**src/rtl/vi_pkg.sv**
```systemverilog
// Shared constants and the stage-record layout for the multiply pipeline.
package vi_pkg;

    localparam int unsigned XLEN  = 32;
    localparam int unsigned RAW   = 5;
    localparam int unsigned DEPTH = 5;
    localparam int unsigned PC_W  = 32;

    typedef struct packed {
        logic            valid;
        logic            wr_en;
        logic [RAW-1:0]  addr;
        logic [PC_W-1:0] pc;
        logic [XLEN-1:0] data;
    } stage_t;

endpackage

```
**src/rtl/mult_stage_reg.sv**
```systemverilog
// One multiply pipeline stage register; reset beats flush, flush beats hold.
module mult_stage_reg
    import vi_pkg::*;
#(
    parameter int unsigned XLEN = vi_pkg::XLEN,
    parameter int unsigned RAW  = vi_pkg::RAW
) (
    input  logic            clk_i,
    input  logic            rsn_i,
    input  logic            hold_i,
    input  logic            flush_i,
    input  logic            valid_i,
    input  logic            wr_en_i,
    input  logic [RAW-1:0]  addr_i,
    input  logic [PC_W-1:0] pc_i,
    input  logic [XLEN-1:0] data_i,
    output logic            valid_o,
    output logic            wr_en_o,
    output logic [RAW-1:0]  addr_o,
    output logic [PC_W-1:0] pc_o,
    output logic [XLEN-1:0] data_o
);

    logic            valid_q;
    logic            wr_en_q;
    logic [RAW-1:0]  addr_q;
    logic [PC_W-1:0] pc_q;
    logic [XLEN-1:0] data_q;

    always_ff @(posedge clk_i) begin
        if (rsn_i) begin
            valid_q <= 1'b0;
            wr_en_q <= 1'b0;
            addr_q  <= '0;
            pc_q    <= '0;
            data_q  <= '0;
        end else if (flush_i) begin
            valid_q <= 1'b0;
        end else if (!hold_i) begin
            valid_q <= valid_i;
            wr_en_q <= wr_en_i;
            addr_q  <= addr_i;
            pc_q    <= pc_i;
            data_q  <= data_i;
        end
    end

    assign valid_o = valid_q;
    assign wr_en_o = wr_en_q;
    assign addr_o  = addr_q;
    assign pc_o    = pc_q;
    assign data_o  = data_q;

endmodule

```
**src/rtl/mult_bypass_pipe.sv**
```systemverilog
// Fixed-latency multiply pipeline with writeback slot and per-port bypass/stall search.
module mult_bypass_pipe
    import vi_pkg::*;
#(
    parameter int unsigned XLEN  = vi_pkg::XLEN,
    parameter int unsigned DEPTH = vi_pkg::DEPTH,
    parameter int unsigned NREAD = 2,
    parameter int unsigned RAW   = vi_pkg::RAW
) (
    input  logic                  clk_i,
    input  logic                  rsn_i,
    input  logic                  issue_valid_i,
    input  logic [XLEN-1:0]       issue_a_i,
    input  logic [XLEN-1:0]       issue_b_i,
    input  logic [RAW-1:0]        issue_addr_i,
    input  logic                  issue_wr_en_i,
    input  logic [31:0]           issue_pc_i,
    input  logic                  hold_i,
    input  logic                  flush_i,
    input  logic [NREAD*RAW-1:0]  rd_addr_i,
    output logic [NREAD-1:0]      byp_en_o,
    output logic [NREAD*XLEN-1:0] byp_data_o,
    output logic                  stall_o,
    output logic                  wb_valid_o,
    output logic [RAW-1:0]        wb_addr_o,
    output logic [XLEN-1:0]       wb_data_o,
    output logic [31:0]           wb_pc_o
);

    logic            valid_d [DEPTH];
    logic            wr_en_d [DEPTH];
    logic [RAW-1:0]  addr_d  [DEPTH];
    logic [31:0]     pc_d    [DEPTH];
    logic [XLEN-1:0] data_d  [DEPTH];

    logic            valid_q [DEPTH];
    logic            wr_en_q [DEPTH];
    logic [RAW-1:0]  addr_q  [DEPTH];
    logic [31:0]     pc_q    [DEPTH];
    logic [XLEN-1:0] data_q  [DEPTH];

    logic [XLEN-1:0]  prod;
    logic [NREAD-1:0] port_stall;

    assign prod = issue_a_i * issue_b_i;

    for (genvar s = 0; s < DEPTH; s++) begin : g_stage
        if (s == 0) begin : g_head
            assign valid_d[s] = issue_valid_i;
            assign wr_en_d[s] = issue_wr_en_i;
            assign addr_d[s]  = issue_addr_i;
            assign pc_d[s]    = issue_pc_i;
            assign data_d[s]  = prod;
        end else begin : g_body
            assign valid_d[s] = valid_q[s-1];
            assign wr_en_d[s] = wr_en_q[s-1];
            assign addr_d[s]  = addr_q[s-1];
            assign pc_d[s]    = pc_q[s-1];
            assign data_d[s]  = data_q[s-1];
        end

        mult_stage_reg #(
            .XLEN (XLEN),
            .RAW  (RAW)
        ) u_stage (
            .clk_i   (clk_i),
            .rsn_i   (rsn_i),
            .hold_i  (hold_i),
            .flush_i (flush_i),
            .valid_i (valid_d[s]),
            .wr_en_i (wr_en_d[s]),
            .addr_i  (addr_d[s]),
            .pc_i    (pc_d[s]),
            .data_i  (data_d[s]),
            .valid_o (valid_q[s]),
            .wr_en_o (wr_en_q[s]),
            .addr_o  (addr_q[s]),
            .pc_o    (pc_q[s]),
            .data_o  (data_q[s])
        );
    end

    // First match from stage 1 upward is the youngest producer; only stage DEPTH has final data.
    for (genvar k = 0; k < NREAD; k++) begin : g_port
        logic [RAW-1:0]  rd;
        logic            hit;
        logic            stall_k;
        logic            en_k;
        logic [XLEN-1:0] dat_k;

        assign rd = rd_addr_i[k*RAW +: RAW];

        always_comb begin
            hit     = 1'b0;
            stall_k = 1'b0;
            en_k    = 1'b0;
            dat_k   = '0;
            for (int unsigned s = 0; s < DEPTH; s++) begin
                if (!hit && (rd != '0) && valid_q[s] && wr_en_q[s] && (addr_q[s] == rd)) begin
                    hit = 1'b1;
                    if (s == DEPTH - 1) begin
                        en_k  = 1'b1;
                        dat_k = data_q[s];
                    end else begin
                        stall_k = 1'b1;
                    end
                end
            end
        end

        assign byp_en_o[k]                 = en_k;
        assign byp_data_o[k*XLEN +: XLEN]  = dat_k;
        assign port_stall[k]               = stall_k;
    end

    assign stall_o    = |port_stall;
    assign wb_valid_o = valid_q[DEPTH-1] & wr_en_q[DEPTH-1];
    assign wb_addr_o  = addr_q[DEPTH-1];
    assign wb_data_o  = data_q[DEPTH-1];
    assign wb_pc_o    = pc_q[DEPTH-1];

endmodule

```
**config.mk**
```make
export PLATFORM = sky130hd
export DESIGN_NAME = mult_bypass_pipe
export DESIGN_NICKNAME = d
export VERILOG_FILES = /design/src/rtl/vi_pkg.sv /design/src/rtl/mult_stage_reg.sv /design/src/rtl/mult_bypass_pipe.sv
export SDC_FILE = /design/constraint.sdc
export NUM_CORES = 2
export LEC_CHECK = 0
export BUFFER_PORTS_ARGS = -buffer_cell sky130_fd_sc_hd__buf_2
export CELL_PAD_IN_SITES_DETAIL_PLACEMENT = 0
export CELL_PAD_IN_SITES_GLOBAL_PLACEMENT = 1
export CORE_MARGIN = 3
export CORE_UTILIZATION = 47
export DETAILED_ROUTE_END_ITERATION = 7
export GPL_TIMING_DRIVEN = 0
export PLACE_DENSITY_LB_ADDON = 0.3
export SLEW_MARGIN = 10
export SYNTH_ARGS = -nofsm -noshare
export SYNTH_HDL_FRONTEND = slang
export SYNTH_SLANG_ARGS = --single-unit
```
**constraint.sdc**
```tcl
create_clock -name clk_i -period 7 [get_ports clk_i]
set_input_delay 0 -clock clk_i [delete_from_list [all_inputs] [get_ports clk_i]]
set_output_delay 0 -clock clk_i [all_outputs]
set_load 0.01 [all_outputs]
```
* After elaboration in Yosys (flattened, before gate mapping)
Index checks and enable logic that the tools add are counted.
Cells by class: multipliers 1, equal/unequal tests 10, multiplexer cells 12, bitwise gates (word level) 3, reduce and logical (&&, ||, !) cells 51
Operators by type and width (number):
- 32-bit two-way mux | 2
- 5-bit equality test | 10
- 1-bit logical AND | 38
- 32-bit by 32-bit multiplier with 32-bit output | 1
- 1-bit two-way mux | 10
- 5-bit nonzero test | 2
- 1-bit zero test | 8
- 2-bit OR reduction | 2
- 1-bit NOT | 2
- 2-bit AND reduction | 1
- 1-bit AND | 1
Storage, ports and cells: bits in registers 355, input port bits 117, output and inout port bits 137

* Depth between registers and ports, before layout
depth in word-level cells 29, mapped depth 27, mapped depth without buffers 25

* Modules after synthesis
From an unflattened synthesis, not the netlist that was laid out.
Unflattened totals: cell total of the unflattened synthesis 3466, area, all modules 31560.3 um2
Modules (own cells, without submodules):
- mult_bypass_pipe | times used 1, cells an instance 1861, area each 16808.6 um2, sequential area each 0.0 um2
- mult_stage_reg | times used 5, cells an instance 321, area each 2950.3 um2, sequential area each 1421.4 um2

* Worst setup path before layout
No wires, ideal clock.
path kind input-to-reg, start input issue_a_i[12], end register g_stage[0].u_stage.data_q[29], library setup time 0.117 ns, arrival 6.295 ns, required time 6.883 ns, path slack 0.588 ns, stages on the path 25, path buffers 2, path through clkbuf_1 clkbuf_1 and2_1 fa_1 fa_1 fa_1 inv_1 fa_1 inv_1 fa_1 inv_1 fa_1 inv_1 fa_1 fa_1 ha_1 a21o_1 a21o_1 a21o_1 a41o_1 nand2_2 a21boi_1 o21bai_1 mux2i_1 nand2_1
On the way: word-level cells in the longest chain between the ends 1
Ends and longest elaborated chain:
- from (decl) | RTL line mult_bypass_pipe.sv:13 | input logic [XLEN-1:0] issue_a_i,
- 32-bit by 32-bit multiplier with 32-bit output | RTL line mult_bypass_pipe.sv:45 | assign prod = issue_a_i * issue_b_i;
- to (signal assigned) | RTL line mult_stage_reg.sv:44 | data_q <= data_i;
- to (decl) | RTL line mult_stage_reg.sv:28 | logic [XLEN-1:0] data_q;
Every way passes these cells. A chain may end at the register's enable or synchronous reset.

* Worst setup path after layout
start input issue_b_i[4], end register g_stage[0].u_stage.data_q[31]
On the way: word-level cells in the longest chain between the ends 1
Ends and longest elaborated chain:
- from (decl) | RTL line mult_bypass_pipe.sv:14 | input logic [XLEN-1:0] issue_b_i,
- 32-bit by 32-bit multiplier with 32-bit output | RTL line mult_bypass_pipe.sv:45
Every way passes these cells.

==> key figures <==
Logic synthesis
  – Top FF cell, synth: dfxtp_1
  – Mapped Area: roughly 0.029 mm²
  – Sequential share of the synthesized area: 24.6%
  – Post-synth top area cell: fa_1
  – Post-synthesis register bit count: around 360
  – Post-synth cell types: between 50 and 60
  – Syn Nets: ~4,100
  – Main area contributors after synthesis: fa_1 28%, dfxtp_1 25%, nand2_1 12%
  – YS warnings: 0
  – Synth Instances: roughly 3,400
  – Post-synth EDFFs: 0
  – Ys async rst share: 0%
  – Syn avg cell area: about 8.4 µm²
  – Top cell type's share of synthesized area: between 20% and 30%

Worst setup path
  – Required time of the critical path: approximately 7400 ps
  – CP Class: in2reg
  – Slowest stage delay, CP: 570 ps
  – Slowest CP cell: fa_1
  – CP Max Fanout: 10
  – Worst path buffer plus inverter count: 6
  – Crit. End Element: flop
  – Cell mode on critical path: fa_1
  – CP startpoint kind: input port
  – Delay-heaviest family, CP: adder cells
  – WP data arrival: 7180 ps

Min path
  – Worst hold-check path type: in2reg

Placed design
  – Post-DP HPWL: roughly 70 mm
  – DP Area: just over 0.03 mm²
  – Placed Cells: approximately 4,400
  – Port Buffers: between 200 and 250
  – Final GP Congestion: a little under 1
  – DP Worst Slack: -886 ps

Global route
  – Initial antenna violation count: 0
  – Gr ovfl total: 0
  – Largest net degree at the start of global routing: 16
  – First-pass GRT wire length: roughly 130 mm
  – Gr usage total: between 20% and 30%
  – Number of global-route vias before repair: about 24,000

STA
  – Rel. slew slack: a little under two fifths
  – Tmin final: about 6700 ps
  – Unrepaired setup endpoints after global routing: false
  – Final setup margin: 257 ps
  – Period Utilization, post-route: 96.3%
  – Worst-Margin Slew: 942 ps
  – Fin. Hold Viols: 0
  – Setup Skew: 17.8 ps
  – Max-slew violation count: 0
  – Final Setup Violations: 0
  – Max Clock Freq: about 150 MHz

Routing
  – Detailed Route WL: 85.4 mm
  – Post-route DRC: 0
  – Drt pass-1 iters: 7
  – Wire per inst: roughly 19 µm
  – Vias per std cell: between 5 and 6
  – Remaining antenna violation count: 0
  – DRT iter0 DRCs: approximately 1,200
  – Total number of vias: roughly 23,000

CTS
  – CTS sink cnt: approximately 360
  – Root buffer cell: clkbuf_16
  – Clk_lat worst skew: 520 ps
  – H-tree lvl count: 2
  – TritonCTS buffer count: 34
  – CTS clk-pin slew, worst paths: 60 ps
  – Clk buf depth: 3
  – CTS tree: built
  – Post-CTS setup buffer count: 0

Layout
  – Post-route cell area: roughly 0.033 mm²
  – Final Util: 53.9%
  – Final Non-Filler Cells: about 4,500
  – N_diodes: 0
  – Layout cells sized above 1: a little under a tenth
  – Most frequent cells in the layout: 909 x nand2_1, 408 x fa_1, 381 x inv_1, 375 x and2_1, 361 x a21oi_1
  – Syn-to-layout area delta: 13.0%
  – Final layout net count: between 4,000 and 5,000
  – Commonest non-fill, non-tap cell in the layout: nand2_1
  – FILL cells: a little under 6,000

Floorplan
  – Height of the chip: about 250 µm
  – Core Box Area: just over 0.06 mm²
  – Die area: approximately 0.065 mm²
  – Num ports: about 250
  – Die Wd: between 200 and 300 µm
  – Row count: 90
  – Initial Util: between 40% and 50%

Flow run
  – Maxcap violations: 0

Status
  – Outcome: complete, no violations
## metrics by stage
| stage | setup TNS (ps) | hold slack (ps) |
|---|---|---|
| after CTS | 0 | 246 |
| final | 0 | 267 |
| after floorplan | 0 | 79.3 |
| after detailed placement | -6680 | 254 |
| after global placement | -6640 | 248 |
| after global routing | 0 | 282 |
## kinds of logic after synthesis
group	share of synthesized area, %
AO/OA/AOI/OAI	8.08
XOR/XNOR	3.99
adder cells (fa/ha/maj)	33.6
buffers and inverters	7.93
flip-flops	24.6
multiplexers	0.242
AND/OR/NAND/NOR	21.6
## path summary, 6_finish.rpt
path	cells past startpoint	end	slack, ps	startpoint
max	25	g_stage[0].u_stage.data_o[31]	260	issue_b_i[4]
min	4	g_stage[0].u_stage.pc_o[11]	270	issue_pc_i[11]
max reg2reg	3	g_stage[3].u_stage.valid_o	5770	g_stage[2].u_stage.valid_o
min reg2reg	2	g_stage[1].u_stage.data_o[26]	440	g_stage[0].u_stage.data_o[26]
## synthesized netlist by cell type, drive strengths merged, types with 2 or more instances
master	n
a2111oi	2
a211o	2
a211oi	5
a21o	15
a21oi	362
a31oi	4
a41oi	2
and2	375
and3	6
and4	3
buf	23
clkbuf	199
dfxtp	355
fa	408
ha	123
inv	381
mux2i	7
nand2	910
nand2b	4
nand3	9
nand3b	4
nand4	10
nor2	22
nor2b	2
nor3	15
nor4	2
nor4b	2
o211ai	4
o21a	5
o21ai	16
o21bai	4
o31ai	2
or4	2
xnor2	101
xor2	28
## worst register-to-register path: stages (launching register included)
cell,delay [ps]
dfxtp_1,390
mux2i_1,90
nor3_1,130
dlygate4sd3_1,560
## routing by layer
metal	routed length, µm	vias to the layer above	GRT usage [%]	share of wire (%)
li1	-	11100	-	-
met1	36300	11200	35.0	42
met2	41000	694	46.5	48
met3	4870	147	3.07	5.7
met4	3280	0	9.71	3.8
met5	0	-	0	0
## layout make-up
| cell class | count | area, µm² | area share [%] |
|---|---|---|---|
| inverter | 381 | 1430 | 4.38 |
| timing repair buffer | 280 | 1630 | 5.00 |
| clock inverter | 9 | 56.3 | 0.172 |
| multi-input combinational | 2466 | 19500 | 59.7 |
| clock buffer | 52 | 1060 | 3.25 |
| tap | 782 | 978 | 3.00 |
| sequential | 355 | 7110 | 21.8 |
| buffer | 215 | 878 | 2.69 |
## sequential cells by signal (all words and copies together) (netlist names)
| signal | cells |
|---|---|
| g_stage.u_stage.wr_en_o | 5 |
| g_stage.u_stage.data_o | 160 |
| g_stage.u_stage.pc_o | 160 |
| g_stage.u_stage.valid_o | 5 |
| g_stage.u_stage.addr_o | 25 |
## repair_timing
action / CTS / global route
resized for setup: 5 / 60
hold buffers: 46 / 0
endpoints found under the hold margin: 45 / 0
setup endpoints to repair: 9 / 8
Power is not shown: default switching activity piles up to over one toggle a cycle in this logic, so the estimate is an artifact.
